==> src/rtl/dbg_cmd_initiator.sv <==
// Debug command initiator: turns host read/write requests into set-address and data
// commands for a bus master, with an address cache and a per-phase response timeout.
module dbg_cmd_initiator #(
  parameter int TIMEOUT_CYCLES = 1024
) (
  input  logic        clk,
  input  logic        reset,
  input  logic        req_valid,
  input  logic        req_write,
  input  logic [31:0] req_addr,
  input  logic [31:0] req_wdata,
  output logic        req_ready,
  output logic        done_valid,
  output logic [31:0] done_rdata,
  output logic        done_err,
  output logic        cmd_stb,
  output logic [33:0] cmd_word,
  input  logic        cmd_busy,
  input  logic        rsp_stb,
  input  logic [33:0] rsp_word
);

  typedef enum logic [2:0] {
    IDLE, ADDR_CMD, ADDR_WAIT, DATA_CMD, DATA_WAIT, DONE
  } state_t;

  localparam logic [15:0] TCNT_LAST = 16'(TIMEOUT_CYCLES - 1);

  state_t      state;
  logic        lat_write;
  logic [29:0] lat_addr;
  logic [31:0] lat_wdata;
  logic [29:0] cache_addr;
  logic        cache_vld;
  logic [15:0] tcnt;
  logic [1:0]  rsp_code;
  logic [1:0]  data_expect;
  logic        unused_addr_bits;

  function automatic logic [33:0] addr_cmd(input logic [29:0] word_addr);
    return {2'b10, 1'b0, 1'b1, word_addr};
  endfunction

  function automatic logic [33:0] data_cmd(input logic write, input logic [31:0] wdata);
    return write ? {2'b01, wdata} : {2'b00, 32'h0};
  endfunction

  assign rsp_code         = rsp_word[33:32];
  assign data_expect      = lat_write ? 2'b00 : 2'b01;
  assign req_ready        = (state == IDLE);
  assign unused_addr_bits = ^req_addr[1:0];

  always_ff @(posedge clk or negedge reset) begin
    if (!reset) begin
      state      <= IDLE;
      lat_write  <= 1'b0;
      lat_addr   <= '0;
      lat_wdata  <= '0;
      cache_addr <= '0;
      cache_vld  <= 1'b0;
      tcnt       <= '0;
      cmd_stb    <= 1'b0;
      cmd_word   <= '0;
      done_valid <= 1'b0;
      done_err   <= 1'b0;
      done_rdata <= '0;
    end else begin
      case (state)
        IDLE: begin
          if (req_valid) begin
            lat_write <= req_write;
            lat_addr  <= req_addr[31:2];
            lat_wdata <= req_wdata;
            cmd_stb   <= 1'b1;
            // A cached address lets the data command go out directly.
            if (!cache_vld || cache_addr != req_addr[31:2]) begin
              state    <= ADDR_CMD;
              cmd_word <= addr_cmd(req_addr[31:2]);
            end else begin
              state    <= DATA_CMD;
              cmd_word <= data_cmd(req_write, req_wdata);
            end
          end
        end
        ADDR_CMD: begin
          if (!cmd_busy) begin
            cmd_stb <= 1'b0;
            tcnt    <= '0;
            state   <= ADDR_WAIT;
          end
        end
        ADDR_WAIT: begin
          if (rsp_stb && rsp_code == 2'b10) begin
            cache_addr <= lat_addr;
            cache_vld  <= 1'b1;
            cmd_word   <= data_cmd(lat_write, lat_wdata);
            cmd_stb    <= 1'b1;
            state      <= DATA_CMD;
          end else if ((rsp_stb && rsp_code == 2'b11) || tcnt == TCNT_LAST) begin
            cache_vld  <= 1'b0;
            done_valid <= 1'b1;
            done_err   <= 1'b1;
            state      <= DONE;
          end else begin
            tcnt <= tcnt + 16'd1;
          end
        end
        DATA_CMD: begin
          if (!cmd_busy) begin
            cmd_stb <= 1'b0;
            tcnt    <= '0;
            state   <= DATA_WAIT;
          end
        end
        DATA_WAIT: begin
          if (rsp_stb && rsp_code == data_expect) begin
            if (!lat_write) done_rdata <= rsp_word[31:0];
            done_valid <= 1'b1;
            done_err   <= 1'b0;
            state      <= DONE;
          end else if ((rsp_stb && rsp_code == 2'b11) || tcnt == TCNT_LAST) begin
            cache_vld  <= 1'b0;
            done_valid <= 1'b1;
            done_err   <= 1'b1;
            state      <= DONE;
          end else begin
            tcnt <= tcnt + 16'd1;
          end
        end
        DONE: begin
          done_valid <= 1'b0;
          done_err   <= 1'b0;
          state      <= IDLE;
        end
        default: state <= IDLE;
      endcase
    end
  end

endmodule

==> config.mk <==
export PLATFORM = sky130hd
export DESIGN_NAME = dbg_cmd_initiator
export DESIGN_NICKNAME = d
export VERILOG_FILES = /design/src/rtl/dbg_cmd_initiator.sv
export SDC_FILE = /design/constraint.sdc
export NUM_CORES = 1
export LEC_CHECK = 0
export CORE_MARGIN = 2
export CORE_UTILIZATION = 51
export CTS_CLUSTER_SIZE = 24
export DETAILED_ROUTE_END_ITERATION = 16
export PLACE_DENSITY = 0.78
export REMOVE_ABC_BUFFERS = 1
export SKIP_CTS_REPAIR_TIMING = 1
export SLEW_MARGIN = 5
export SYNTH_ARGS = -nofsm -noshare
export SYNTH_HDL_FRONTEND = slang
export SYNTH_SLANG_ARGS = --single-unit
==> constraint.sdc <==
create_clock -name clk -period 2.8 [get_ports clk]
set_input_delay 0.84 -clock clk [delete_from_list [all_inputs] [get_ports clk]]
set_output_delay 0.84 -clock clk [all_outputs]
set_load 0.01 [all_outputs]
# After elaboration in Yosys (flattened, before gate mapping)
# Cells that the tools add are included.
# W data, S select, Z words.
dict set report word_totals {
  ff_bits 182
  input_bits 104
  word_cells 89
}
dict set report classes {
  addsub 1
  eq_ne 17
  mux 36
  n_bitwise 1
  reduce_logical 22
}
# operator n
set op_table {}
lappend op_table {{$mux W34} 3}
lappend op_table {{$pmux W34 S2} 1}
lappend op_table {{$mux W33} 2}
lappend op_table {{$mux W16} 4}
lappend op_table {{$pmux W16 S3} 1}
lappend op_table {{$ne A30 B30 Y1} 1}
lappend op_table {{$mux W3} 6}
lappend op_table {{$add A16 B1 Y16 const B} 1}
lappend op_table {{$eq A16 B10 Y1 const B} 1}
lappend op_table {{$pmux W3 S5} 1}
lappend op_table {{$ne A2 B2 Y1 const B} 7}
lappend op_table {{$mux W1} 13}
lappend op_table {{$pmux W1 S3} 3}
lappend op_table {{$reduce_and A3 Y1} 3}
lappend op_table {{$reduce_bool A3 Y1} 3}
lappend op_table {{$reduce_and A2 Y1} 4}
lappend op_table {{$reduce_and A4 Y1} 2}
lappend op_table {{$eq A3 B2 Y1 const B} 2}
lappend op_table {{$eq A3 B3 Y1 const B} 2}
lappend op_table {{$eq A2 B2 Y1 const B} 2}
lappend op_table {{$reduce_bool A2 Y1} 2}
lappend op_table {{$eq A3 B1 Y1 const B} 1}
lappend op_table {{$logic_and A1 B1 Y1} 3}
lappend op_table {{$logic_not A3 Y1} 1}
lappend op_table {{7 further kinds} 8}

# Logic depth before layout (Yosys ltp)
dict set report depth {
  word_depth 6
  ltp_mapped 9
  mapped_depth_nobuf 7
}

# Worst setup path after synthesis
# No wires, ideal clock.
dict set report synth_timing {
  kind {input port to flip-flop}
  startpoint {input req_addr[16]}
  endpoint {register cmd_word[12]}
  arrival_time_ps 2479
  path_slack_ps 248
  stages 7
  n_path_buf 1
  path_cell_list {nor2b_1 a2111o_1 nor4_4 nand4_4 buf_6 mux2_4 a21oi_2}
}
dict set report synth_via {
  elab_chain_len 5
}
# element line_no
set synth_lines {}
lappend synth_lines {{start, declared} 10} ;# input logic [31:0] req_addr,
lappend synth_lines {{$ne A30 B30 Y1} 76} ;# if (!cache_vld || cache_addr != req_addr[31:2]) begin
lappend synth_lines {{$logic_or A1 B1 Y1} 76}
lappend synth_lines {{$mux W34} 76}
lappend synth_lines {{$mux W34} 70} ;# if (req_valid) begin
lappend synth_lines {{$pmux W34 S2} 68} ;# case (state)
lappend synth_lines {{end signal, assigned} 78} ;# cmd_word <= addr_cmd(req_addr[31:2]);
lappend synth_lines {{end signal, assigned} 81} ;# cmd_word <= data_cmd(req_write, req_wdata);
lappend synth_lines {{end signal, assigned} 96} ;# cmd_word <= data_cmd(lat_write, lat_wdata);
lappend synth_lines {{end, declared} 17} ;# output logic [33:0] cmd_word,
# No other way between the ends. The select of a mux whose other input is x is not followed.
# A chain may end at the register's enable or synchronous reset.

# Final worst setup path
dict set report layout_timing {
  startpoint {input req_addr[16]}
  endpoint {register cmd_word[29]}
}
# The elaborated chain is that of the path after synthesis.

==> reports/results.txt <==
first-pass GRT wire length -> 34170 um
critical path peak fanout -> 11
Layout Cells excl Fill -> 1240
Crit. End Element -> register
final net count -> 1116
H-Tree Depth -> 4
vias in the first global route -> 6742
crit path kind -> primary input to register
Util after Layout -> 71.18%
Core ar. -> 15890 um^2
Worst Path Arrival -> 2990 ps
post-synthesis adder-cell area fraction -> 0.1504%
CP Cell Sequence -> clkdlybuf4s50_1, nor2b_1, a2111o_1, nor4_4, nand4_4, buf_12, buf_12, mux2i_1, o21ai_1
Slew @ Worst Pin -> 604.3 ps
Post-Route WL -> 20810 um
mux contribution to synthesized area -> 12.44%
port bufs -> 171
Slew Viols, Final -> 0
antenna cells -> 0
Gate power share -> 38.2%
Setup WS post-layout -> 104.4 ps
Worst EP required -> 3090 ps
pwr/cell area -> 987.7 nW/um^2
max frequency -> 0.3710 GHz
Switching Share -> 34.48%
compound-cell area share of the yosys netlist -> 6.438%
clock latency on the worst-skew pair -> 430 ps
post-synthesis sequential area ratio -> 54.75%
simple-gate area share of the yosys netlist -> 19.03%
mapped cell area -> 8318 um^2
layout cells sized above 1 -> 11.52%
Hold Fails Final Rpt -> 0
Max Clock Skew -> 6.778 ps
final setup violation count -> 0
Synth Instances -> 811
vias per cell -> 5.391
Cell Int Power -> 0.007317 W
Worst path max stage delay -> 460 ps
Placed Cells -> 1208
gr ovfl total -> 0
syn_area_per_cell -> 10.26 um^2
Yosys warning count -> 0
CTS root buffer -> clkbuf_16
Max-Cap Viols -> 0
Synth-to-Final Area Change -> 35.94%
Starting Density -> 52.36%
largest family of logic cells by synthesized area -> simple AND/OR/NAND/NOR gates
Antenna Nets Post-Route -> 0
crit path time final -> 2696 ps
sequential power share -> 39.4%
Worst-path clk slew -> 60 ps
total power -> 0.01117 W
routed via count -> 6685
Netlist cell types -> 49
DIE AREA -> 17350 um^2
Bufs on Longest Clock Path -> 2
clock share of power -> 22.4%
DRT iter0 DRCs -> 409
Reg2Reg Launch Point -> tcnt[12]
period utilisation layout -> 96.27%
Rel. slew slack -> 59.71%
EDFF count, synth -> 0
Total GRT Usage -> 24.76%
chip width -> 131.7 um
wire per inst -> 16.78 um
ys flop type -> dfrtp_1
Max rail drop VDD -> 638.5 uV
critical path's most frequent cell -> buf_12
FILL cells -> 1177
Static Leak -> 5.491 nW
slowest stage cell, crit path -> clkdlybuf4s50_1
xor/xnor share of the synthesized area -> 4.528%
Setup Slack @ Placement -> -324.7 ps
HP Class -> primary input to asynchronous set/reset pin
routability cong. -> 0.8713
DRT Pass-1 Iters -> 5
FF+latch count, synth -> 182
CTS Sinks -> 182
CTS buffer count -> 17
# rows -> 46
RSZ-0062 raised after global routing -> false
Die Y -> 131.7 um
type of origin of the critical path -> primary input
sequential cell area -> 4554 um^2
Ports -> 174
largest net degree at the start of global routing -> 86
Async SR Flop Fraction -> 100.0%
area of the multi-input gates -> 3570 um^2
Remaining DRCs -> 0
Post-DP HPWL -> 13950 um
worst setup path start -> req_addr[16]
Sw Pwr -> 0.003851 W
initial antenna violation count -> 0
outcome -> completed
CTS tree -> built
-- final timing paths --
| kind | slack [ps] | end | cells past startpoint |
|---|---|---|---|
| setup / recovery | 100 | cmd_word[29] | 9 |
| hold / removal | 340 | lat_wdata[15] | 1 |
| setup reg to reg | 570 | state[1] | 6 |
| hold reg to reg | 470 | lat_wdata[31] | 2 |
| max in group asynchronous | 1760 | done_rdata[14] | 2 |
| min in group clk | 470 | lat_wdata[31] | 2 |
-- synthesized netlist by cell type, drive strengths merged, types with 2 or more instances --
cell	n	share of area (%)
a21oi	49	3.2
and2	22	1.7
and3	25	1.9
and4	2	0.21
buf	17	1.1
clkbuf	28	1.3
dfrtp	182	55
inv	6	0.27
mux2	73	10
mux2i	19	2.3
nand2	221	10
nand2b	2	0.15
nand3	9	0.54
nand3b	2	0.18
nand4	8	0.78
nor2	36	1.6
nor2b	4	0.30
nor3	4	0.24
nor4	6	0.89
o21ai	31	1.9
o22ai	5	0.38
or4	2	0.18
xnor2	20	2.1
xor2	23	2.4
-- routing by layer --
layer,vias to the layer above,global-route usage (%),wire length [um]
met1,3330,31.11,8737
met2,204,42.41,10590
met4,0,10.81,558
met5,-,0,0
met3,35,4.167,922
li1,3116,-,-
-- flip-flops by register name, indices dropped and copies added, names as in the netlist, 3 cells and up --
name,flops
done_rdata,32
cache_addr,30
lat_addr,30
state,3
cmd_word,34
tcnt,16
lat_wdata,32
-- layout by cell type (no fill, tap or decap), types with 9 or more instances in the layout --
master             n
clkbuf_16         17
nand2_1          220
buf_4             44
mux2i_1           19
and2_1            22
clkdlybuf4s50_1  170
nand3_1            9
and3_1            25
a21oi_1           43
xnor2_1           20
o21ai_1           27
mux2_1            60
xor2_1            23
buf_12            11
dfrtp_1          182
nor2_1            34
-- layout make-up --
class / instances / area share, %
flip-flops and latches: 182 / 40.28
multi-input cells: 577 / 31.57
repair buffers: 226 / 20.02
clock buffers: 19 / 4.006
well taps: 216 / 2.390
clock inverters: 13 / 1.505
inverters: 7 / 0.2324
-- power by group through the flow --
stage | Clock, W | Combinational [W] | Sequential [W]
6_report | 0.00250 | 0.00426 | 0.00440
5_1_grt | 0.00264 | 0.00466 | 0.00455
4_1_cts | 0.00254 | 0.00430 | 0.00440
3_5_place_dp | 0 | 0.00427 | 0.00443
3_3_place_gp | 0 | 0.00414 | 0.00438
2_1_floorplan | 0 | 0.00199 | 0.00453
-- logic make-up after synthesis --
| kind of cell | Yosys count |
|---|---|
| fa+ha+maj | 1 |
| flops | 182 |
| buf+inv | 52 |
| simple gates | 347 |
| mux | 92 |
| compound gates | 94 |
| xor+xnor | 43 |
-- metrics by stage --
stage | hold WS [ps] | setup TNS [ps] | instance area [um^2]
after detailed placement | 454.6 | -13020 | 10680
final | 343.6 | 0 | 11310
after global routing | 367.4 | 0 | 11310
after global placement | 448.4 | -10250 | 10680
after CTS | 344.7 | 0 | 11300
after floorplan | 437.4 | -106910 | 8123
-- critical path: cells and delay by family --
kind / cells / cell delay (ps)
simple gates: 3 / 670
buf+inv: 3 / 800
compound gates: 2 / 530
mux: 1 / 140
Power figures use the tool's default switching activity.
==> RTL edit 1, RTL diff (same flow settings) <==
Reset style: synchronous (`reset`), changed in one clocked block.
--- a/src/rtl/dbg_cmd_initiator.sv
+++ b/src/rtl/dbg_cmd_initiator.sv
@@ -50,7 +50,7 @@
   assign req_ready        = (state == IDLE);
   assign unused_addr_bits = ^req_addr[1:0];
 
-  always_ff @(posedge clk or negedge reset) begin
+  always_ff @(posedge clk) begin
     if (!reset) begin
       state      <= IDLE;
       lat_write  <= 1'b0;
Behaviour: differs if reset is asserted again (counterexample within 4 cycles, from zero or initial values and one cycle with reset low); with reset held inactive, the same outputs for 4 cycles.
==> RTL edit 1 against the original RTL <==
Setup slack got worse by 78 ps; critical path depth decreased by 6; global-route usage increased by 3.0 points; count of clock-buffer cells in the layout increased by 6; routed wire length increased by 14%; final area increased by 0.37%; sequential share of layout area decreased by 8.2 points; via count increased by 26%; sequential cell count unchanged; synthesized area decreased by 1.4%; largest cell class is now multi-input gates; highest routed layer is now met5.
Power is not compared: it rests on default switching activity, and its combinational part moved more than twofold at a synthesized area within 25%.
==> RTL edit 1: results (changes against the original RTL) <==
| Metric | Value |
|---|---|
| DIE AREA | 17100 um^2 (was 17300 um^2) |
| Worst-margin pin slew | 627 ps (was 604 ps) |
| Largest Register | cmd_word (unchanged) |
| Number of global-route vias before repair | 7813 (was 6742) |
| ANT cells | 0 (unchanged) |
| Yosys warns | 0 (unchanged) |
| Hold Crit Endpoint | cache_addr[9]$_SDFFE_PN0P_ |
| Placement Setup Slack | -412 ps (was -325 ps) |
| R2R setup slack | 460 ps (was 570 ps) |
| Initial DRT Pass Iterations | 6 (was 5) |
| Synth cell count leaders | nand2_1, a21oi_1, dfxtp_1 (was nand2_1, dfrtp_1, mux2_1) |
| Htree depth | 4 (unchanged) |
| Hold Path Cell Cnt | 2 |
| Regs by FF count | cmd_word (34), done_rdata (32), lat_wdata (32) (unchanged) |
| Reg2reg start | state[1]$_SDFFE_PN0P_ (was tcnt[12]$_DFFE_PN0P_) |
| Initial antenna violation count | 1 (was 0) |
| Hold_sp | lat_addr[9]$_SDFFE_PN0P_ |
| Worst clock skew | 4.79 ps (was 6.78 ps) |
| Leak | 0.00399 uW |
| Clk_lat worst skew | 430 ps (about the same) |
| Final wirelength | 23800 um (was 20800 um) |
| Max-cap check violation count | 0 (unchanged) |
| CP Class | reg -> out (was in -> reg) |
| Crit path DAT | 1930 ps (was 2990 ps) |
| Wire length of the first global-routing pass | 37700 um (was 34200 um) |
| Status | completed (unchanged) |
| Reg2Reg Depth | 5 (was 6) |
| Clk slew on worst S/H paths | 60 ps (about the same) |
| Hold_ws | 449 ps (was 344 ps) |
| Vias per cell | 5.64 (was 5.39) |
| Crit Path Max Fanout | 14 (was 11) |
| Largest net degree at the start of global routing | 53 (was 86) |
| Dpl hpwl | 16100 um (was 13900 um) |
| Crit Reg-Reg Endpoint | cache_addr[2]$_SDFFE_PN0P_ (was state[1]$_DFFE_PN0P_) |
| Clock root cell | clkbuf_16 (unchanged) |
| Final #Nets | 1366 (was 1116) |
| 1st-iter DRT viols | 620 (was 409) |
| Port Buffers | 171 (unchanged) |
| Top cells by area, synth | dfxtp_1, nand2_1, a21oi_1 (was dfrtp_1, nand2_1, mux2_1) |
| Clock Tree Buf Depth | 2 (unchanged) |
| Worst hold path class | reg -> reg (was in -> async) |
| Total track usage | 0.277 (was 0.248) |
| CTS buffer count | 17 (unchanged) |
| Part of the Yosys area used for sequential elements | 0.444 (was 0.548) |
| Share of cells above drive strength 1 | 0.133 (was 0.115) |
| VDD IR max | 490 uV |
| Gpl congestion | 0.844 (was 0.871) |
| FFs w/ async S/R, synth | 0 (was 1.00) |
| Fillers | 1259 (was 1177) |
| Cell variety after synth | 51 (was 49) |
RTL edit 1: changes by cell type after synthesis, moves of 25 or more:
cell      before  now
a21oi_1       43  193
dfrtp_1      182    0
dfxtp_1        0  182
and3_1        25    0
a211oi_1       0   30
mux2_1        60    0
nand2_1      221  310
RTL edit 1: area by class of cell:
class	count	area [um^2]	area share
tap	216	270	0.0238
inverter	5	21.3	0.00187
clock buffer	25	526	0.0463
sequential	182	3640	0.321
timing repair buffer	262	2520	0.222
multi-input combinational	793	4300	0.379
clock inverter	7	66.3	0.00584
RTL edit 1: logic make-up after synthesis:
group / after synthesis / share of synthesized area
buffers and inverters: 87 / 0.0441
muxes: 1 / 0.00122
AOI/OAI and AO/OA: 323 / 0.242
adders and majority gates: 1 / 0.00153
DFF: 182 / 0.444
xor gates and xnor gates: 32 / 0.0342
and+or+nand+nor: 436 / 0.233
RTL edit 1: how the worst max path moves through the flow:
stage | to | slack [ps] | cells past startpoint
after floorplan | cmd_word[0]$_SDFFE_PN0P_ | -2130 | 4
after global placement | cmd_word[12]$_SDFFE_PN0P_ | -360 | 7
after detailed placement | cmd_word[24]$_SDFFE_PN0P_ | -410 | 7
after CTS | req_ready | -20 | 3
after global routing | req_ready | -20 | 3
final | req_ready | 30 | 3
RTL edit 1: critical path, stage by stage, from the launching register on:
cell and delay [ps]:
dfxtp_1 480, nor3_2 310, buf_4 190, clkdlybuf4s50_1 530
RTL edit 1: per-layer routing:
layer | GRT usage | part of all wire
met4 | 0.103 | 0.019
met5 | 0 | 0.00055
met1 | 0.343 | 0.42
met2 | 0.481 | 0.48
met3 | 0.0550 | 0.081
RTL edit 1: report_power, final:
| group | switching [uW] | internal [uW] |
|---|---|---|
| Clock | 1000 | 1390 |
| Combinational | 989 | 930 |
| Sequential | 159 | 2840 |
| Total | 2150 | 5150 |
RTL edit 1: stage by stage:
step | cells | setup TNS (ps) | instance area (um^2) | total power [uW]
after global routing | 1490 | -21.3 | 11300 | 7630
final | 1490 | 0 | 11300 | 7300
after floorplan | 980 | -190080 | 7860 | 3960
after global placement | 1458 | -10510 | 10700 | 4900
after CTS | 1490 | -22.1 | 11300 | 7310
after detailed placement | 1458 | -11650 | 10700 | 4940
==> RTL edit 2, RTL diff (same flow settings) <==
Without the edit above. Change the parameter `TIMEOUT_CYCLES` from 1024 to 768.
--- a/src/rtl/dbg_cmd_initiator.sv
+++ b/src/rtl/dbg_cmd_initiator.sv
@@ -1,7 +1,7 @@
 // Debug command initiator: turns host read/write requests into set-address and data
 // commands for a bus master, with an address cache and a per-phase response timeout.
 module dbg_cmd_initiator #(
-  parameter int TIMEOUT_CYCLES = 1024
+  parameter int TIMEOUT_CYCLES = 768
 ) (
   input  logic        clk,
   input  logic        reset,
Function: same outputs for any inputs over 4 cycles, from zero or initial values and one cycle with reset low; that may be too few to reach the edited logic, so the function may still have changed.
==> RTL edit 2 against the original RTL <==
Core utilization is 0.94 points lower; routed wire length is 11% higher; setup slack worse by 32 ps; global-route usage is 1.8 points higher; sequential cell count stayed put; total power is 1.9% lower; synthesized area is 2.6% higher; final area is 2.3% higher; maximum frequency is 1.2% lower; combinational power is 1% lower.
==> RTL edit 2: results (changes against the original RTL) <==
| Metric | Value |
|---|---|
| Status | completed (unchanged) |
| Synth cell count leaders | nand2_1, dfrtp_1, mux2_2 (was nand2_1, dfrtp_1, mux2_1) |
| Initial antenna violation count | 0 (unchanged) |
| Crit Path Max Fanout | 12 (was 11) |
| Wire length of the first global-routing pass | 37700 um (was 34200 um) |
| FFs w/ async S/R, synth | 1.00 (unchanged) |
| Yosys warns | 0 (unchanged) |
| Top cells by area, synth | dfrtp_1, nand2_1, mux2_2 (was dfrtp_1, nand2_1, mux2_1) |
| Final wirelength | 23200 um (was 20800 um) |
| Final Non-Filler Cells | 1268 (was 1240) |
| Total track usage | 0.266 (was 0.248) |
| Clock Tree Buf Depth | 2 (unchanged) |
| Placed Cells | 1236 (was 1208) |
| Leak | 0.00509 uW (was 0.00549 uW) |
| Critical path's largest stage delay | 580 ps (was 460 ps) |
| Worst clock skew | 12.7 ps (was 6.78 ps) |
| Regs by FF count | cmd_word (34), done_rdata (32), lat_wdata (32) (unchanged) |
| Gpl congestion | 0.846 (was 0.871) |
| Delay-heaviest family, CP | buffers and inverters (unchanged) |
| Clk_lat worst skew | 430 ps (about the same) |
| Cell variety after synth | 57 (was 49) |
| Mapped Avg Cell Area | 10.2 um^2 (was 10.3 um^2) |
| Clock root cell | clkbuf_16 (unchanged) |
| Port Buffers | 171 (unchanged) |
| Placement Setup Slack | -380 ps (was -325 ps) |
| Initial DRT Pass Iterations | 5 (unchanged) |
| Largest net degree at the start of global routing | 63 (was 86) |
| Clk slew on worst S/H paths | 70 ps |
| 1st-iter DRT viols | 532 (was 409) |
| DP Area | 10900 um^2 (was 10700 um^2) |
| VDD IR max | 676 uV (was 638 uV) |
| DR vias | 7329 (was 6685) |
| Final #Nets | 1140 (was 1116) |
| Worst hold path class | in -> async (unchanged) |
| Number of global-route vias before repair | 7439 (was 6742) |
| Crit path DAT | 1890 ps (was 2990 ps) |
| Worst-margin pin slew | 583 ps (was 604 ps) |
| Part of the Yosys area used for sequential elements | 0.534 (was 0.548) |
| Dpl hpwl | 15500 um (was 13900 um) |
| Share of cells above drive strength 1 | 0.174 (was 0.115) |
| ANT cells | 0 (unchanged) |
==> RTL edit 2: cell count changes after synthesis, sizes merged, moves of 18 or more <==
cell	before	now
clkbuf	28	54
nand2	221	197
xor2	23	1
a211oi	0	20
o211ai	0	20
a221oi	0	19
and2	22	3
a21oi	49	31
a32o	1	19
mux2i	19	1
==> RTL edit 2: final cells by class <==
| class | count | area (um^2) |
|---|---|---|
| Fill cell | 1213 | 4900 |
| Multi-Input combinational cell | 591 | 3780 |
| Sequential cell | 182 | 4550 |
| Clock inverter | 13 | 146 |
| Timing Repair Buffer | 240 | 2360 |
| Tap cell | 220 | 275 |
| Inverter | 3 | 11.3 |
| Clock buffer | 19 | 443 |
==> RTL edit 2: metrics by stage <==
step,total power (uW),util
global route,11600,0.702
global placement,8320,0.664
CTS,10900,0.700
finish,11000,0.702
detailed placement,8490,0.664
floorplan,6430,-
==> RTL edit 2: final timing paths <==
| kind | startpoint | endpoint | slack [ps] | cells past startpoint |
|---|---|---|---|---|
| hold reg to reg | lat_wdata[14]$_DFFE_PN0P_ | lat_wdata[14]$_DFFE_PN0P_ | 470 | 2 |
| setup / recovery | state[1]$_DFFE_PN0P_ | req_ready | 70 | 2 |
| setup reg to reg | state[1]$_DFFE_PN0P_ | cmd_word[21]$_DFFE_PN0P_ | 450 | 6 |
| min in group clk | lat_wdata[14]$_DFFE_PN0P_ | lat_wdata[14]$_DFFE_PN0P_ | 470 | 2 |
| hold / removal | reset | lat_wdata[23]$_DFFE_PN0P_ | 380 | 1 |
| max in group asynchronous | reset | tcnt[11]$_DFFE_PN0P_ | 1700 | 2 |
==> RTL edit 2: worst register-to-register path, delay by kind of cell, from the launching register on <==
kind	cells	cell delay (ps)
AOI/OAI and AO/OA	2	390
and+or+nand+nor	3	900
DFF	1	640
buffers and inverters	1	320
==> RTL edit 2: logic make-up (layout without fill, tap and decap cells) <==
kind of cell	count (synthesis)	in the layout	share of synthesized area
buffers and inverters	63	275	0.0306
XOR/XNOR	31	31	0.0318
adder cells (fa/ha/maj)	1	1	0.00147
multiplexers	63	63	0.0830
AO/OA/AOI/OAI	146	146	0.129
AND/OR/NAND/NOR	350	350	0.190
flip-flops	182	182	0.534
==> RTL edit 2: where the power goes <==
part	switching, uW	internal, uW	leakage (uW)
clock	1050	1350	0.000278
sequential	688	3670	0.00232
combinational	2100	2100	0.00250
total	3840	7120	0.00509
==> RTL edit 2: per-layer routing <==
layer	part of all wire	track usage	wire, um
met4	0.021	0.0910	476
met3	0.058	0.0441	1330
met1	0.42	0.354	9760
met5	0	0	0
met2	0.50	0.445	11600
